--- src/rtl/pose_packet_parser.sv ---
// pose_packet_parser
//
// Front-end for game_logic_and_renderer. Frames 33-byte pose packets from the
// tracker byte stream (0xA5, 0x5A, 30 payload bytes, XOR checksum), collects
// the payload in a shadow register and copies it to the 15 coordinate buses in
// a single COMMIT cycle, so downstream logic never sees a mix of two frames.
// Link health is reported by a stale flag and saturating good/error counters.
//
// Optional feature macro: POSE_PARSER_CHECKSUM_EN
//   defined   : the checksum byte must equal the XOR of the payload bytes.
//   undefined : the checksum byte is consumed but every packet commits.
//
// Ports:
//   clk_in, rst_in           clock, asynchronous active-low reset
//   byte_in, byte_valid_in   stream byte and its valid strobe
//   byte_ready_out           parser can accept a byte (low in COMMIT/reset)
//   hand_{x,y,z}_*, head_*   committed saber endpoint / head coordinates
//   pose_valid_out           one-cycle pulse when coordinates update
//   stale_out                no good packet within STALE_CYCLES
//   packets_ok_out           saturating good-packet count
//   packet_errors_out        saturating checksum-failure + timeout count
module pose_packet_parser #(
    parameter int TIMEOUT_CYCLES = 65535,
    parameter int STALE_CYCLES   = 2475000
) (
    input  logic        clk_in,
    input  logic        rst_in,
    input  logic [7:0]  byte_in,
    input  logic        byte_valid_in,
    output logic        byte_ready_out,
    output logic [11:0] hand_x_left_bottom,
    output logic [11:0] hand_y_left_bottom,
    output logic [13:0] hand_z_left_bottom,
    output logic [11:0] hand_x_left_top,
    output logic [11:0] hand_y_left_top,
    output logic [13:0] hand_z_left_top,
    output logic [11:0] hand_x_right_bottom,
    output logic [11:0] hand_y_right_bottom,
    output logic [13:0] hand_z_right_bottom,
    output logic [11:0] hand_x_right_top,
    output logic [11:0] hand_y_right_top,
    output logic [13:0] hand_z_right_top,
    output logic [11:0] head_x,
    output logic [11:0] head_y,
    output logic [13:0] head_z,
    output logic        pose_valid_out,
    output logic        stale_out,
    output logic [15:0] packets_ok_out,
    output logic [7:0]  packet_errors_out
);

    localparam int IDLE_W  = $clog2(TIMEOUT_CYCLES + 1);
    localparam int STALE_W = $clog2(STALE_CYCLES + 1);
    localparam logic [IDLE_W-1:0]  IDLE_LAST  = IDLE_W'(TIMEOUT_CYCLES - 1);
    localparam logic [STALE_W-1:0] STALE_MAX  = STALE_W'(STALE_CYCLES);
    localparam logic [STALE_W-1:0] STALE_LAST = STALE_W'(STALE_CYCLES - 1);

    typedef enum logic [2:0] {HUNT_A, HUNT_B, PAYLOAD, CHECK, COMMIT} state_t;

    state_t              state;
    state_t              state_next;
    logic [4:0]          byte_idx;
    logic [IDLE_W-1:0]   idle_cnt;
    logic [STALE_W-1:0]  stale_cnt;
    logic [7:0]          shadow [30];
    logic                xfer;
    logic                timed;
    logic                timeout;
    logic                sum_ok;
    logic                err_inc;

    // Ready is gated by reset so the source sees no acceptance while in reset.
    assign byte_ready_out = rst_in && (state != COMMIT);
    assign xfer           = byte_valid_in && byte_ready_out;
    assign timed          = (state == HUNT_B) || (state == PAYLOAD) || (state == CHECK);
    // The idle cycle that would bring the counter to TIMEOUT_CYCLES aborts the
    // packet; a transfer in that same cycle takes priority.
    assign timeout        = timed && !xfer && (idle_cnt == IDLE_LAST);

`ifdef POSE_PARSER_CHECKSUM_EN
    logic [7:0] run_xor;

    assign sum_ok = (byte_in == run_xor);

    always_ff @(posedge clk_in or negedge rst_in) begin
        if (!rst_in) begin
            run_xor <= 8'h00;
        end else if (state == HUNT_B && xfer && byte_in == 8'h5A) begin
            run_xor <= 8'h00;
        end else if (state == PAYLOAD && xfer) begin
            run_xor <= run_xor ^ byte_in;
        end
    end
`else
    assign sum_ok = 1'b1;
`endif

    always_ff @(posedge clk_in or negedge rst_in) begin
        if (!rst_in) state <= HUNT_A;
        else         state <= state_next;
    end

    always_comb begin
        state_next = state;
        err_inc    = 1'b0;
        case (state)
            HUNT_A:  if (xfer && byte_in == 8'hA5) state_next = HUNT_B;
            HUNT_B: begin
                if (xfer) begin
                    if (byte_in == 8'h5A)      state_next = PAYLOAD;
                    else if (byte_in == 8'hA5) state_next = HUNT_B;
                    else                       state_next = HUNT_A;
                end
            end
            PAYLOAD: if (xfer && byte_idx == 5'd29) state_next = CHECK;
            CHECK: begin
                if (xfer) begin
                    if (sum_ok) begin
                        state_next = COMMIT;
                    end else begin
                        state_next = HUNT_A;
                        err_inc    = 1'b1;
                    end
                end
            end
            COMMIT:  state_next = HUNT_A;
            default: state_next = HUNT_A;
        endcase
        if (timeout) begin
            state_next = HUNT_A;
            err_inc    = 1'b1;
        end
    end

    // Payload capture: byte index restarts on each sync, shadow fills in order.
    always_ff @(posedge clk_in or negedge rst_in) begin
        if (!rst_in) begin
            byte_idx <= 5'd0;
            for (int i = 0; i < 30; i++) shadow[i] <= 8'h00;
        end else if (state == HUNT_B && xfer && byte_in == 8'h5A) begin
            byte_idx <= 5'd0;
        end else if (state == PAYLOAD && xfer) begin
            shadow[byte_idx] <= byte_in;
            if (byte_idx != 5'd29) byte_idx <= byte_idx + 5'd1;
        end
    end

    // Idle counter only runs while a packet is in flight.
    always_ff @(posedge clk_in or negedge rst_in) begin
        if (!rst_in)                          idle_cnt <= '0;
        else if (!timed || xfer || timeout)   idle_cnt <= '0;
        else                                  idle_cnt <= idle_cnt + 1'b1;
    end

    // Stale flag is set out of reset and by the counter reaching its ceiling;
    // only a commit clears it.
    always_ff @(posedge clk_in or negedge rst_in) begin
        if (!rst_in) begin
            stale_cnt <= '0;
            stale_out <= 1'b1;
        end else if (state == COMMIT) begin
            stale_cnt <= '0;
            stale_out <= 1'b0;
        end else begin
            if (stale_cnt != STALE_MAX)  stale_cnt <= stale_cnt + 1'b1;
            if (stale_cnt == STALE_LAST) stale_out <= 1'b1;
        end
    end

    // Coordinates and counters; fields are big-endian, high bits discarded.
    always_ff @(posedge clk_in or negedge rst_in) begin
        if (!rst_in) begin
            hand_x_left_bottom  <= '0;
            hand_y_left_bottom  <= '0;
            hand_z_left_bottom  <= '0;
            hand_x_left_top     <= '0;
            hand_y_left_top     <= '0;
            hand_z_left_top     <= '0;
            hand_x_right_bottom <= '0;
            hand_y_right_bottom <= '0;
            hand_z_right_bottom <= '0;
            hand_x_right_top    <= '0;
            hand_y_right_top    <= '0;
            hand_z_right_top    <= '0;
            head_x              <= '0;
            head_y              <= '0;
            head_z              <= '0;
            pose_valid_out      <= 1'b0;
            packets_ok_out      <= 16'h0000;
            packet_errors_out   <= 8'h00;
        end else begin
            pose_valid_out <= (state == COMMIT);
            if (state == COMMIT) begin
                hand_x_left_bottom  <= {shadow[0][3:0],  shadow[1]};
                hand_y_left_bottom  <= {shadow[2][3:0],  shadow[3]};
                hand_z_left_bottom  <= {shadow[4][5:0],  shadow[5]};
                hand_x_left_top     <= {shadow[6][3:0],  shadow[7]};
                hand_y_left_top     <= {shadow[8][3:0],  shadow[9]};
                hand_z_left_top     <= {shadow[10][5:0], shadow[11]};
                hand_x_right_bottom <= {shadow[12][3:0], shadow[13]};
                hand_y_right_bottom <= {shadow[14][3:0], shadow[15]};
                hand_z_right_bottom <= {shadow[16][5:0], shadow[17]};
                hand_x_right_top    <= {shadow[18][3:0], shadow[19]};
                hand_y_right_top    <= {shadow[20][3:0], shadow[21]};
                hand_z_right_top    <= {shadow[22][5:0], shadow[23]};
                head_x              <= {shadow[24][3:0], shadow[25]};
                head_y              <= {shadow[26][3:0], shadow[27]};
                head_z              <= {shadow[28][5:0], shadow[29]};
                if (packets_ok_out != 16'hFFFF) packets_ok_out <= packets_ok_out + 16'd1;
            end
            if (err_inc && packet_errors_out != 8'hFF)
                packet_errors_out <= packet_errors_out + 8'd1;
        end
    end

endmodule

--- config.mk ---
export PLATFORM = sky130hd
export DESIGN_NAME = pose_packet_parser
export DESIGN_NICKNAME = d
export VERILOG_FILES = /design/src/rtl/pose_packet_parser.sv
export SDC_FILE = /design/constraint.sdc
export NUM_CORES = 1
export LEC_CHECK = 0
export BUFFER_PORTS_ARGS = -buffer_cell sky130_fd_sc_hd__buf_4
export CAP_MARGIN = 20
export CORE_ASPECT_RATIO = 0.8
export CORE_MARGIN = 1
export CORE_UTILIZATION = 30
export DETAILED_ROUTE_END_ITERATION = 10
export GPL_ROUTABILITY_DRIVEN = 0
export PLACE_DENSITY = 0.56
export REMOVE_ABC_BUFFERS = 1
export SLEW_MARGIN = 20
export SYNTH_ARGS = -nofsm -noshare
export SYNTH_HDL_FRONTEND = slang
export SYNTH_SLANG_ARGS = --single-unit
--- constraint.sdc ---
create_clock -name clk_in -period 3.4 [get_ports clk_in]
set_input_delay 0.17 -clock clk_in [delete_from_list [all_inputs] [get_ports clk_in]]
set_output_delay 0.17 -clock clk_in [all_outputs]
set_load 0.01 [all_outputs]
=== Word level (Yosys, flattened, before mapping) ===
Cells that the tools add are included.

* Add/sub/neg operators: 5
* Magnitude comparators: 2
* Eq/ne operators: 18
* Multiplexer cells: 20
* Bitwise operators: 2
* Reduce and logical (&&, ||, !) cells: 26

{| class="wikitable"
|+ Operators by type and width
! cell !! number
|-
| 240-bit bitwise mux || 1
|-
| 22-bit two-way mux || 2
|-
| 8-bit demux with 5-bit select || 1
|-
| 16-bit by 1-bit adder with 16-bit output (second input constant) || 2
|-
| 22-bit by 1-bit adder with 22-bit output (second input constant) || 1
|-
| 22-bit equality test (second input constant) || 1
|-
| 22-bit != test (second input constant) || 1
|-
| 16-bit equality test (second input constant) || 1
|-
| 16-bit two-way mux || 1
|-
| 16-bit != test (second input constant) || 1
|-
| 3-bit two-way mux || 5
|-
| 5-bit two-way mux || 3
|-
| 3-bit != test (second input constant) || 5
|-
| 3-bit one-hot mux with 4 select lines || 1
|-
| 1-bit logical AND || 11
|-
| 8-bit by 1-bit adder with 8-bit output (second input constant) || 1
|-
| 8-bit by 7-bit equality test with 1-bit output (second input constant) || 1
|-
| 8-bit equality test (second input constant) || 1
|-
| 8-bit two-way mux || 1
|-
| 8-bit != test (second input constant) || 1
|-
| 2-bit nonzero test || 4
|-
| 3-bit by 2-bit equality test with 1-bit output (second input constant) || 2
|-
| 6-bit greater-or-equal comparator (second input constant) || 1
|-
| 6-bit by 1-bit < comparator with 1-bit output (second input constant) || 1
|-
| 14 further kinds || 23
|}

* Flip-flop bits (word level): 502
* Bits of input ports: 11
* Logic and storage cells: 126

=== Logic depth before layout (Yosys ltp) ===
Gate-level depths: netlist (run 1).

* Depth after elaboration: 8
* Mapped depth: 9
* Gate-level depth less buffers: 7

=== Worst setup path before layout (run 1) ===
Ideal clock, no wire load.

* Path kind: register -> register
* Start point: reg idle_cnt[0]
* End point: reg idle_cnt[2]
* Arrival: 1.780 ns
* Required time: 3.281 ns
* Setup slack: 1.501 ns
* Cell stages (with the launch flop): 9
* Path buffers: 2
* Clock period less this slack: 1.899 ns
* Path through: dfrtp_1 inv_1 ha_1 nand4_1 or4_1 or2b_1 clkbuf_2 buf_4 nor2_1

* Word-level cells in the longest chain between the ends: 4
* Elaborated cells between the ends (all ways): 5

{| class="wikitable"
|+ Ends and longest elaborated chain
! item !! line !! source
|-
| start, declared || 63 || <nowiki>logic [IDLE_W-1:0] idle_cnt;</nowiki>
|-
| start signal, assigned || 152 || <nowiki>else idle_cnt <= idle_cnt + 1'b1;</nowiki>
|-
| branches (longest 3 deep; another with 16-bit by 1-bit adder with 16-bit output) || -- ||
|-
| 16-bit two-way mux (*) || 151 || <nowiki>else if (!timed || xfer || timeout) idle_cnt <= '0;</nowiki>
|}

Every way passes the cells marked *.
A chain may end at the register's enable or synchronous reset.

=== Worst setup path after layout (run 1) ===
* Start point: reg state[2]
* End point: reg shadow[108] (netlist name)

* Word-level cells in the longest chain between the ends: 7
* Elaborated cells between the ends (all ways): 10

{| class="wikitable"
|+ Ends and longest elaborated chain
! item !! line !! source
|-
| start, declared || 60 || <nowiki>state_t state;</nowiki>
|-
| start signal, assigned || 100 || <nowiki>else state <= state_next;</nowiki>
|-
| 3-bit != test || 73 || <nowiki>assign byte_ready_out = rst_in && (state != COMMIT);</nowiki>
|-
| 1-bit logical AND || 73 ||
|-
| 1-bit logical AND || 74 || <nowiki>assign xfer = byte_valid_in && byte_ready_out;</nowiki>
|-
| 1-bit logical AND (2 in series) || 140 || <nowiki>end else if (state == HUNT_B && xfer && byte_in == 8'h5A) begin</nowiki>
|-
| 1-bit NOT (no source line) || -- ||
|-
| 2-bit AND reduction (no source line) (*) || -- ||
|-
| end signal, assigned by index || 143 || <nowiki>shadow[byte_idx] <= byte_in;</nowiki>
|-
| end, declared || 65 || <nowiki>logic [7:0] shadow [30];</nowiki>
|}

Mark *: on every way between the ends. The rest lies on a longest branch, timed or not.

==> results of run 1 <==
per-layer routing:
metal | part of all wire | GRT usage
met3 | 0.051 | 0.0318
met5 | 0.00026 | 0
met4 | 0.017 | 0.0398
met1 | 0.48 | 0.221
met2 | 0.45 | 0.238
synthesized netlist by cell type, types with 8 or more instances:
library cell / count / area, sq um
buf_1: 9 / 33.8
nor2_1: 57 / 214
nand4_1: 23 / 144
nand2_1: 624 / 2340
a21oi_1: 8 / 40.0
mux2_2: 193 / 2170
nor3_1: 10 / 50.1
and3_1: 10 / 62.6
xnor2_1: 34 / 298
nand3_1: 24 / 120
ha_1: 10 / 125
inv_1: 10 / 37.5
clkbuf_1: 59 / 221
xor2_1: 19 / 166
dfrtp_1: 451 / 11300
worst min-delay path, cell delays in order:
cell	delay (ps)
buf_4	120
and2_0	240
nand2_1	110
nor2_1	40
state kept, by name (all words and copies together), names as in the netlist, 14 cells and up:
name                 cells
hand_z_right_top        14
hand_z_left_bottom      14
packets_ok_out          16
idle_cnt                16
hand_z_right_bottom     14
shadow                 190
stale_cnt               22
head_z                  14
hand_z_left_top         14
worst max-delay path by stage:
stage	from	to	slack (ps)
3_5_place_dp	state[2]	shadow[106]	960
3_3_place_gp	state[2]	shadow[210]	970
6_report	state[2]	shadow[108]	970
2_1_floorplan	state[1]	packets_ok_out[14]	-3810
5_1_grt	state[2]	shadow[108]	770
4_1_cts	state[2]	shadow[106]	940
power breakdown:
part	internal, W	leakage, nW	switching (W)	total, W
sequential	0.00541	6.29	0.0000362	0.00544
clock	0.00323	0.810	0.00222	0.00545
combinational	0.0000502	4.70	0.000205	0.000255
total	0.00869	11.8	0.00246	0.0112
cells by family after synthesis:
| logic type | share of synthesized area |
|---|---|
| buffers and inverters | 0.0187 |
| DFF | 0.634 |
| xor gates and xnor gates | 0.0260 |
| adders and majority gates | 0.00701 |
| muxes | 0.123 |
| AOI/OAI and AO/OA | 0.00659 |
| and+or+nand+nor | 0.185 |
layout make-up:
class	count	area, sq um
tap	769	962
timing repair buffer	246	1890
sequential	452	11300
clock inverter	15	176
inverter	11	46.3
clock buffer	74	1480
fill	5808	36400
multi-input combinational	1072	6210
stage by stage:
step	std cells	setup WS, ps	instance area, sq um
floorplan	1535	-3810	17600
global placement	2548	974	20400
detailed placement	2548	960	20400
CTS	2639	940	22100
global route	2639	774	22100
finish	2639	975	22100
timing repair:
| action | CTS | global route |
|---|---|---|
| gates resized for setup | 0 | 0 |
| setup endpoints to repair | 0 | 0 |
| hold buffers | 2 | 0 |
| buffers inserted | 0 | 0 |
| endpoints found under the hold margin | 112 | 0 |
==> out/results.tsv, run 1 <==
stage	metric	value	unit
cts	H-tree Lvls	2	
sta	worst slew pin tran	976	ps
sta	Setup Skew	17.8	ps
cells_and_area	Area Overhead vs Synth	23.7	%
setup_path	Data required, critical path	3860	ps
sta	unrepaired setup endpoints after global routing	no	
cells_and_area	layout cells sized above 1	0.281	
worst_hold_path	WHS Endpoint	state[2]	
grt	GRT Total Usage	0.154	
cts	CTS sink count	452	
sta	final setup fails	0	
sta	setup TNS	0	ps
sta	Slew Viols, Final	0	
drt	DR vias	12142	
cts	clk slew on worst S/H paths	60	ps
yosys	Seq/Total Area, Yosys	0.634	
drt	vias per cell	4.60	
pwr	total power	0.0112	W
cts	Clock Latency Late Sink	590	ps
grt	largest net degree at the start of global routing	152	
setup_path	Cell Chain, Critical Path	nor2_1 > and3_1 > and2_1 > nand2_1 > mux2_2	
floorplanning	core area	58500	sq um
floorplanning	Chip Width	275	microns
worst_hold_path	worst hold-check path type	input pin to flop	
pwr	Pwr Density	505	nW/um^2
yosys	synthesized area	17900	sq um
drt	first drt pass iteration count	7	
setup_path	CP Capture Type	flop	
yosys	synthesized flop and latch total	452	
outcome	status	finished with violations	
cells_and_area	commonest non-fill, non-tap cells in the layout	623 x nand2_1, 451 x dfrtp_1, 240 x buf_4, 193 x mux2_2, 57 x nor2_1	
cts	cts bufs inserted	48	
yosys	Post-synth EDFFs	0	
sta	worst hold margin	136	ps
cells_and_area	Antenna Cells	0	
setup_path	WS Path Type	flop to flop	
grt	initial antenna violation count	4	
drt	DRC violations left	16	
placement	IO buf count	227	
yosys	Syn Inst Count	1610	
setup_path	worst stage delay on the critical path	590	ps
outcome	failing checks	design-rule violations	
drt	Iter 0 DRT Violations	715	
cells_and_area	final core occ	0.377	
setup_path	Reg2Reg Depth	5	
setup_path	slack of the worst reg-to-reg path	970	ps
setup_path	WP data arrival	2890	ps
setup_path	Buf/Inv on CP	0	
yosys	Cell variety after synth	49	
sta	Tcrit/Tclk final	0.713	
setup_path	CP delay by family, top	simple AND/OR/NAND/NOR gates	
setup_path	WP depth	5	
drt	Wirelength per Cell	17.6	microns
sta	Slew headroom	0.349	
yosys	yosys warns	0	
cts	root buffer cell	clkbuf_16	
setup_path	Worst setup SP type	flop	
cells_and_area	most common cell after layout, fill and taps aside	nand2_1	
yosys	Synth async-reset ratio	1.00	
setup_path	CP Max Fanout	8	
sta	fmax	412	MHz
grt	overflow left after global routing	0	
grt	vias in the first global route	12414	
cts	CTS tree	built	
pwr	VDD IR max	0.295	mV
drt	Post-DRT Antenna Nets	0	
worst_hold_path	worst hold stages	4	
floorplanning	Die Height	220	microns
setup_path	R2R Path Start	state[2]	
placement	post-DP HPWL	28400	microns
worst_hold_path	worst hold start	byte_valid_in	
sta	final hold viol count	0	
floorplanning	Initial Util	0.305	
cts	clk buf depth	3	
flow_run	Max Cap Viol	0	
sta	Period minus WS final	2430	ps
pwr	leakage	11.8	nW
floorplanning	Ports	228	
floorplanning	Die Footprint	60500	sq um
cells_and_area	final net count	1852	
setup_path	critical path's slowest cell	and2_1	
yosys	mean area per synthesized cell	11.1	sq um
yosys	ys flop type	dfrtp_1	
drt	DRT Wirelength	46600	microns
floorplanning	Cell Rows	79	
setup_path	RR Endpoint	shadow[108]	
grt	first-pass GRT wire length	71800	microns
(Power assumes the default switching activity.)
==> run 2: changes to the inputs <==
Clock period 3.4 ns to 2.25 ns, I/O delays scaled along.
==> run 2 against run 1 <==
Against the previous run:
- the flow still finishes with violations (design-rule violations)
- register-to-register slack got worse by 770 ps
- core utilization about the same
- sequential share of layout area about the same
- total power increased by 45%
- critical path depth increased by 1
- sequential power increased by 51%
- wire length decreased by 2.5%
- via count increased by 0.12%
- first-iteration DRC count increased by 0.98%
- largest cell class unchanged
==> out/results.tsv, run 2 (synthesis results as in run 1) <==
stage	metric	value	unit
pwr	P_sw	0.00354	W
pwr	leakage	11.8	nW
cts	clk slew on worst S/H paths	60	ps
pwr	Pwr Density	731	nW/um^2
pwr	clock power share	0.467	
cts	clk buf depth	3	
cells_and_area	layout cells sized above 1	0.288	
outcome	failing checks	design-rule violations	
pwr	Internal Power	0.0126	W
drt	Iter 0 DRT Violations	722	
cts	cts bufs inserted	48	
floorplanning	Die Footprint	60500	sq um
flow_run	Max Cap Viol	0	
cells_and_area	largest registers	shadow (190), stale_cnt (22)	
cells_and_area	FF+latch area	11300	sq um
cts	Setup Buffers After CTS	0	
setup_path	WP data arrival	2010	ps
floorplanning	Cell Rows	79	
setup_path	critical path's slowest cell	dfrtp_1	
drt	first drt pass iteration count	7	
drt	DRC violations left	16	
cts	root buffer cell	clkbuf_16	
pwr	combinational share of power	0.024	
drt	DRT Wirelength	45400	microns
placement	IO buf count	227	
floorplanning	Chip Width	275	microns
worst_hold_path	WHS Endpoint	state[0]	
worst_hold_path	worst hold stages	5	
outcome	status	finished with violations	
worst_hold_path	worst hold-check path type	input pin to flop	
drt	Post-DRT Antenna Nets	0	
cells_and_area	Biggest register	shadow	
sta	final hold viol count	0	
setup_path	Cell Chain, Critical Path	nor2_4 > nand2_4 > inv_6 > buf_12 > nor2b_1 > buf_4	
cells_and_area	most common cell after layout, fill and taps aside	nand2_1	
sta	Slew Viols, Final	0	
cts	CTS tree	built	
floorplanning	Ports	228	
cts	H-tree Lvls	2	
pwr	VDD IR max	0.567	mV
placement	DP Worst Slack	-209	ps
cells_and_area	multi-input logic area	6250	sq um
grt	overflow left after global routing	0	
cells_and_area	max FFs per register	190	
sta	Setup Skew	9.15	ps
setup_path	CP Capture Type	primary output	
drt	vias per cell	4.59	
drt	DR vias	12157	
cts	CTS sink count	452	
sta	setup ws final	127	ps
placement	post-DP HPWL	29000	microns
sta	Tcrit/Tclk final	0.944	
cells_and_area	commonest non-fill, non-tap cells in the layout	623 x nand2_1, 451 x dfrtp_1, 258 x buf_4, 193 x mux2_2, 56 x nor2_1	
setup_path	R2R Path Start	stale_cnt[10]	
floorplanning	Die Height	220	microns
drt	Wirelength per Cell	17.1	microns
setup_path	Data required, critical path	2140	ps
cts	Clock Latency Late Sink	560	ps
worst_hold_path	worst hold start	byte_in[3]	
sta	unrepaired setup endpoints after global routing	no	
sta	final setup fails	0	
grt	GRT Total Usage	0.153	
placement	dpl cells	2567	
setup_path	RR Endpoint	stale_cnt[1]	
grt	initial antenna violation count	1	
sta	Slew headroom	0.395	
floorplanning	Initial Util	0.305	
setup_path	slack of the worst reg-to-reg path	200	ps
grt	vias in the first global route	12436	
cells_and_area	final std cells w/o fill	2650	
setup_path	Worst setup SP type	flop	
sta	worst slew pin tran	907	ps
cells_and_area	Antenna Cells	0	
setup_path	WS Path Type	flop to primary output	
grt	largest net degree at the start of global routing	160	
sta	fmax	471	MHz
cells_and_area	Area Overhead vs Synth	23.8	%
floorplanning	core area	58500	sq um
pwr	register share of total power	0.509	
setup_path	worst stage delay on the critical path	500	ps
setup_path	CP Max Fanout	49	
grt	first-pass GRT wire length	71700	microns
cells_and_area	final net count	1871	
cells_and_area	fillers	5810	
pwr	switch share	0.219	
setup_path	Reg2Reg Depth	5	
sta	Period minus WS final	2120	ps
run 2: cell types whose count changed in the layout (fill, tap and decap cells not counted), sizes merged:
cell,previous run,this run
bufinv,3,1
clkinv,8,7
clkbuf,74,70
buf,244,263
inv,12,11
run 2: worst max path at each step:
| stage | from | end | slack (ps) | depth (start not counted) |
|---|---|---|---|---|
| after floorplan | state[1] | packets_ok_out[14] | -4960 | 7 |
| after global placement | byte_idx[3] | shadow[163] | -170 | 3 |
| after detailed placement | byte_idx[3] | shadow[149] | -210 | 3 |
| after CTS | state[2] | shadow[8] | 5 | 5 |
| after global routing | state[1] | byte_ready_out | 30 | 6 |
| final | state[1] | byte_ready_out | 130 | 6 |
run 2: repair_timing:
| item | CTS | global route |
|---|---|---|
| setup endpoints to repair | 24 | 41 |
| resized for setup | 2 | 4 |
| hold buffers | 2 | 0 |
| endpoints found under the hold margin | 42 | 0 |
run 2: final cells by class:
class,instances,share of cell area
sequential,452,0.512
multi-input combinational,1072,0.283
timing repair buffer,265,0.0929
clock buffer,70,0.0627
tap,769,0.0435
clock inverter,11,0.00430
inverter,11,0.00209
run 2: power by group through the flow:
stage / combinational, W / sequential (W) / clock (W)
floorplan: 0.0000771 / 0.00836 / 0
global placement: 0.000405 / 0.00837 / 0
detailed placement: 0.000415 / 0.00837 / 0
CTS: 0.000421 / 0.00822 / 0.00781
global route: 0.000455 / 0.00823 / 0.00815
finish: 0.000395 / 0.00823 / 0.00754
run 2: worst max-delay path: cells and delay by family (launching register included):
| kind | cells | cell delay, ps |
|---|---|---|
| flops | 1 | 500 |
| buf+inv | 3 | 490 |
| simple gates | 3 | 420 |
run 2: per-stage QoR:
stage / area [sq um] / utilization / hold slack [ps] / TNS [ps] / power (W)
final: 22100 / 0.378 / 73.9 / 0 / 0.0162
after global routing: 22100 / 0.378 / 104 / 0 / 0.0168
after CTS: 22100 / 0.377 / 41.8 / 0 / 0.0165
after detailed placement: 20600 / 0.352 / 268 / -3710 / 0.00879
after global placement: 20600 / 0.351 / 282 / -2810 / 0.00877
after floorplan: 17600 / - / -183 / -1015780 / 0.00844
run 2: routing by layer:
layer | GRT usage | vias up | share of wire
met5 | 0 | - | 0.00029
met4 | 0.0381 | 2 | 0.018
met3 | 0.0256 | 66 | 0.041
met2 | 0.237 | 223 | 0.45
met1 | 0.221 | 6159 | 0.49
li1 | - | 5707 | -
